**src/rtl/p2r8_booth_digit_decode.sv**
```systemverilog
// Radix-8 Booth digit decoder: rebuilds the unsigned operand from its digit groups,
// MSB group first, one group per cycle. Optional checker: define P2R8_DEC_CHECK_EN.
module p2r8_booth_digit_decode #(
  parameter int WIDTH     = 8,
  parameter int GROUP_CNT = (WIDTH >> 2) + 1
) (
  input  logic                 CLK,
  input  logic                 RST,
  input  logic                 in_valid,
  output logic                 in_ready,
  input  logic [GROUP_CNT-1:0] s,
  input  logic [GROUP_CNT-1:0] d,
  input  logic [GROUP_CNT-1:0] t,
  input  logic [GROUP_CNT-1:0] q,
  input  logic [GROUP_CNT-1:0] n,
  output logic                 out_valid,
  input  logic                 out_ready,
  output logic [WIDTH-1:0]     mx_dec,
  output logic                 dec_err
);

  localparam int ACC_W = WIDTH + 4;
  localparam int GRP_W = (GROUP_CNT > 1) ? $clog2(GROUP_CNT) : 1;

  typedef enum logic [1:0] {
    IDLE = 2'd0,
    DEC  = 2'd1,
    DONE = 2'd2
  } state_t;

  state_t                   state;
  logic [GRP_W-1:0]         grp;
  logic signed [ACC_W-1:0]  acc;
  logic signed [ACC_W-1:0]  acc_next;
  logic [GROUP_CNT-1:0]     s_r, d_r, t_r, q_r, n_r;
  logic [3:0]               hot;
  logic [3:0]               mag;
  logic signed [5:0]        digit;

  // Digit of the group being folded in; magnitude is the weighted OR-sum of s/d/t/q,
  // forced to zero on a multi-hot group when the checker is built.
  always_comb begin
    hot      = {q_r[grp], t_r[grp], d_r[grp], s_r[grp]};
    mag      = (hot[0] ? 4'd1 : 4'd0) + (hot[1] ? 4'd2 : 4'd0)
             + (hot[2] ? 4'd3 : 4'd0) + (hot[3] ? 4'd4 : 4'd0);
`ifdef P2R8_DEC_CHECK_EN
    if ((hot & (hot - 4'd1)) != 4'd0)
      mag = 4'd0;
`endif
    digit    = n_r[grp] ? (6'sd0 - $signed({2'b00, mag})) : $signed({2'b00, mag});
    acc_next = (acc <<< 3) + {{(ACC_W-6){digit[5]}}, digit};
  end

  always_ff @(posedge CLK) begin
    if (RST) begin
      state     <= IDLE;
      in_ready  <= 1'b1;
      out_valid <= 1'b0;
      mx_dec    <= '0;
      acc       <= '0;
      grp       <= '0;
      s_r       <= '0;
      d_r       <= '0;
      t_r       <= '0;
      q_r       <= '0;
      n_r       <= '0;
    end else begin
      case (state)
        IDLE: begin
          if (in_valid) begin
            s_r      <= s;
            d_r      <= d;
            t_r      <= t;
            q_r      <= q;
            n_r      <= n;
            acc      <= '0;
            grp      <= GRP_W'(GROUP_CNT - 1);
            in_ready <= 1'b0;
            state    <= DEC;
          end
        end
        DEC: begin
          acc <= acc_next;
          if (grp == '0) begin
            mx_dec    <= acc_next[WIDTH-1:0];
            out_valid <= 1'b1;
            state     <= DONE;
          end else begin
            grp <= grp - GRP_W'(1);
          end
        end
        DONE: begin
          if (out_ready) begin
            out_valid <= 1'b0;
            in_ready  <= 1'b1;
            state     <= IDLE;
          end
        end
        default: begin
          state     <= IDLE;
          in_ready  <= 1'b1;
          out_valid <= 1'b0;
        end
      endcase
    end
  end

`ifdef P2R8_DEC_CHECK_EN
  logic multi_sticky;
  logic range_bad;

  assign range_bad = (acc_next[ACC_W-1:WIDTH] != '0);

  // Multi-hot flag accumulates over the pass; the final verdict is registered with the result.
  always_ff @(posedge CLK) begin
    if (RST) begin
      multi_sticky <= 1'b0;
      dec_err      <= 1'b0;
    end else if (state == IDLE && in_valid) begin
      multi_sticky <= 1'b0;
      dec_err      <= 1'b0;
    end else if (state == DEC) begin
      multi_sticky <= multi_sticky | ((hot & (hot - 4'd1)) != 4'd0);
      if (grp == '0)
        dec_err <= multi_sticky | ((hot & (hot - 4'd1)) != 4'd0) | range_bad;
    end
  end
`else
  assign dec_err = 1'b0;
`endif

endmodule

```
**config.mk**
```make
export PLATFORM = sky130hd
export DESIGN_NAME = p2r8_booth_digit_decode
export DESIGN_NICKNAME = d
export VERILOG_FILES = /design/src/rtl/p2r8_booth_digit_decode.sv
export SDC_FILE = /design/constraint.sdc
export NUM_CORES = 1
export LEC_CHECK = 0
export CORE_UTILIZATION = 52
export CTS_CLUSTER_SIZE = 16
export DETAILED_ROUTE_END_ITERATION = 8
export GPL_TIMING_DRIVEN = 1
export PLACE_DENSITY = 0.79
export RECOVER_POWER = 100
export SYNTH_ARGS = -nofsm -noshare
export SYNTH_HDL_FRONTEND = slang
export SYNTH_SLANG_ARGS = --single-unit
```
**constraint.sdc**
```tcl
create_clock -name CLK -period 5.2 [get_ports CLK]
set_input_delay 0.52 -clock CLK [delete_from_list [all_inputs] [get_ports CLK]]
set_output_delay 0.52 -clock CLK [all_outputs]
set_load 0.1 [all_outputs]
```
==> reports/qor.yml <==
synth:
  yosysWarnings: 0
  synth_cell_types: 42
  synth_most_common_cell: "nand2_1"
  yosysTopAreaCell: "dfxtp_1"
  syn_nets: 237
  synth_area_um2: 1750
  synth_commonest_cells: "47 x nand2_1, 34 x dfxtp_1, 30 x a21oi_1"
  synthArstFlopShare_pct: 0
  seq_area_frac_synth_pct: 39.0
  ys_top_cells_by_area: "dfxtp_1 39%, nand2_1 10%, a21oi_1 8.6%"
  syn-instance-count: 208
  synth_edf_count: 0
  ys_seq_elements: 34
  synthFlopType: "dfxtp_1"
  synth_top_area_share_pct: 39.0
  syn_avg_cell_area_um2: 8.40
worst_setup_path:
  end_kind: "flip-flop"
  cp.arrival_ps: 4370
  critPathLaunchType: "flip-flop"
  rrSetupSlack_ps: 1090
  crit_type: "reg2reg"
  crit_start: "grp[0]"
  cp.required_ps: 5460
  critPathMaxFanout: 10
  rr_worst_depth: 15
  r2r_start: "grp[0]"
  reg2reg_to: "mx_dec[7]"
  crit_end: "mx_dec[7]"
placement:
  dpl.hpwl_um: 2310
  dpl_cell_area_um2: 2020
  numPortBuffers: 28
  placedCellCount: 269
  gp_congestion: 0.782
floorplanning:
  initial_utilization_pct: 55.8
  die_w_um: 60.0
  rows: 20
  coreArea_um2: 3130
  dieArea_um2: 3590
  die_y_um: 60.0
  pin_count: 30
timing:
  fin_crit_sh_pct: 79.0
  fin_crit_ps: 4110
  finalSetupViolations: 0
  final_hold_viol_count: 0
  drv_slew: 0
  fin_skew_ps: 4.73
  slew_headroom_pct: 35.0
  fin_setup_tns_ps: 0
  timing.fmax_mhz: 243
  tightest_slew_ps: 972
  rsz0062_at_grt: "no"
pwr:
  finalPower_mw: 0.619
  p_leak_nw: 0.813
  powerDensity_nw_per_um2: 298
  ir_drop_mv: 0.188
clock_tree:
  clk_pin_slew_ps: 100
  cts_root_buffer: "clkbuf_4"
  cts.hold.buffers_added: 0
  clock_sinks: 34
  clock_latency_ps: 340
  cts_resized: 0
  cts_made_buffers: 5
  cts_setup_buffers: 0
  cts_max_level: 2
  cts.path.max_buffers: 2
  cts_tree: "built"
cells_and_area:
  finalNonFillerCells: 277
  area_delta_synth_final_pct: 18.8
  diodes: 0
  drive_gt1_share_pct: 7.30
  final_nets: 261
  utilization_pct: 66.4
  final_cell_area_um2: 2080
routing:
  first_iter_violations: 44
  wl_um: 3210
  met1_length_um: 1580
  topRoutingLayerUsed: "met4"
  ant_nets: 0
  route.detailed.drc: 0
  dr.pass1.iters: 4
  avgRoutedWirePerCell_um: 11.6
  num_vias: 1434
  drt-vias-per-instance: 5.18
  dr_wl_met2_um: 1460
  dr_wl_met3_um: 120
global_routing:
  grt_max_degree: 37
  grt_pass1_vias: 1233
  grt_util_all_layers_pct: 20.4
  antenna_found_initial: 0
  grt_pass1_wl_um: 5330
  overflow: 0
hold_path:
  hold_path.class: "reg2reg"
outcome:
  outcome: "completed"
flow_run:
  maxCapViolCount: 0
## area by class of cell
class	instances	area, um^2
Fill cell	270	1050
Multi-Input combinational cell	156	970
Clock buffer	7	55.1
Timing Repair Buffer	29	288
Inverter	6	22.5
Clock inverter	1	5.00
Sequential cell	34	681
Tap cell	44	55.1
## where the power goes
part | switching, mW | internal (mW)
Sequential | 0.0143 | 0.278
Combinational | 0.113 | 0.0612
Clock | 0.0866 | 0.0655
## sequential cells by signal (all words and copies together) (netlist names)
name / flops
t_r: 3
in_ready: 1
q_r: 3
d_r: 3
n_r: 3
out_valid: 1
s_r: 3
mx_dec: 8
acc: 5
grp: 2
state: 2
## stage by stage
stage | hold slack [ps] | setup WS, ps
after floorplan | 436 | 1560
after global placement | 447 | 1270
after detailed placement | 452 | 1120
after CTS | 466 | 1100
after global routing | 484 | 727
final | 460 | 1090
## metal layers
metal | vias up | global-route usage, %
li1 | 756 | -
met1 | 647 | 25.0
met2 | 26 | 32.7
met3 | 5 | 7.14
met4 | 0 | 7.97
met5 | - | 0
## layout by cell type, fill, tap and decap left out, types with 2 or more instances in the layout
cell type / n
dfxtp_1: 34
clkbuf_4: 5
nor2_1: 18
inv_1: 6
dlygate4sd3_1: 11
nand3_1: 5
nor4b_1: 2
xnor2_1: 5
a21oi_1: 30
a21o_1: 2
o21ai_0: 5
ha_1: 8
fa_1: 2
mux2i_1: 5
clkdlybuf4s50_1: 17
a211oi_1: 4
nand2_1: 47
## worst max-delay path, stage by stage, from the launching register on
cell,delay [ps]
dfxtp_1,620
mux2i_1,130
o21ai_0,390
ha_1,290
fa_1,430
nor2_1,170
nor2_1,50
a2111oi_0,430
a211oi_1,110
ha_1,230
fa_1,410
a21o_1,190
a21oi_1,160
xnor2_1,150
xnor2_1,80
a211oi_1,210
## kinds of logic (layout without fill, tap and decap cells)
kind of cell / after synthesis / after routing / synth area share, %
XOR/XNOR: 6 / 6 / 3.44
flip-flops: 34 / 34 / 39.0
other: 1 / 1 / 0.215
adder cells (fa/ha/maj): 10 / 10 / 8.02
multiplexers: 6 / 6 / 3.65
AO/OA/AOI/OAI: 51 / 51 / 19.1
AND/OR/NAND/NOR: 82 / 82 / 21.3
buffers and inverters: 18 / 43 / 5.37
## worst min path at each step
stage | from | to | slack [ps] | cells after the start
2_1_floorplan | d_r[0] | d_r[0] | 440 | 2
3_3_place_gp | d_r[0] | d_r[0] | 450 | 2
4_1_cts | mx_dec[4] | mx_dec[4] | 470 | 2
6_report | mx_dec[4] | mx_dec[4] | 460 | 2
3_5_place_dp | mx_dec[4] | mx_dec[4] | 450 | 2
5_1_grt | d_r[1] | d_r[1] | 480 | 2
No activity file was read; power rests on OpenSTA's default activity.
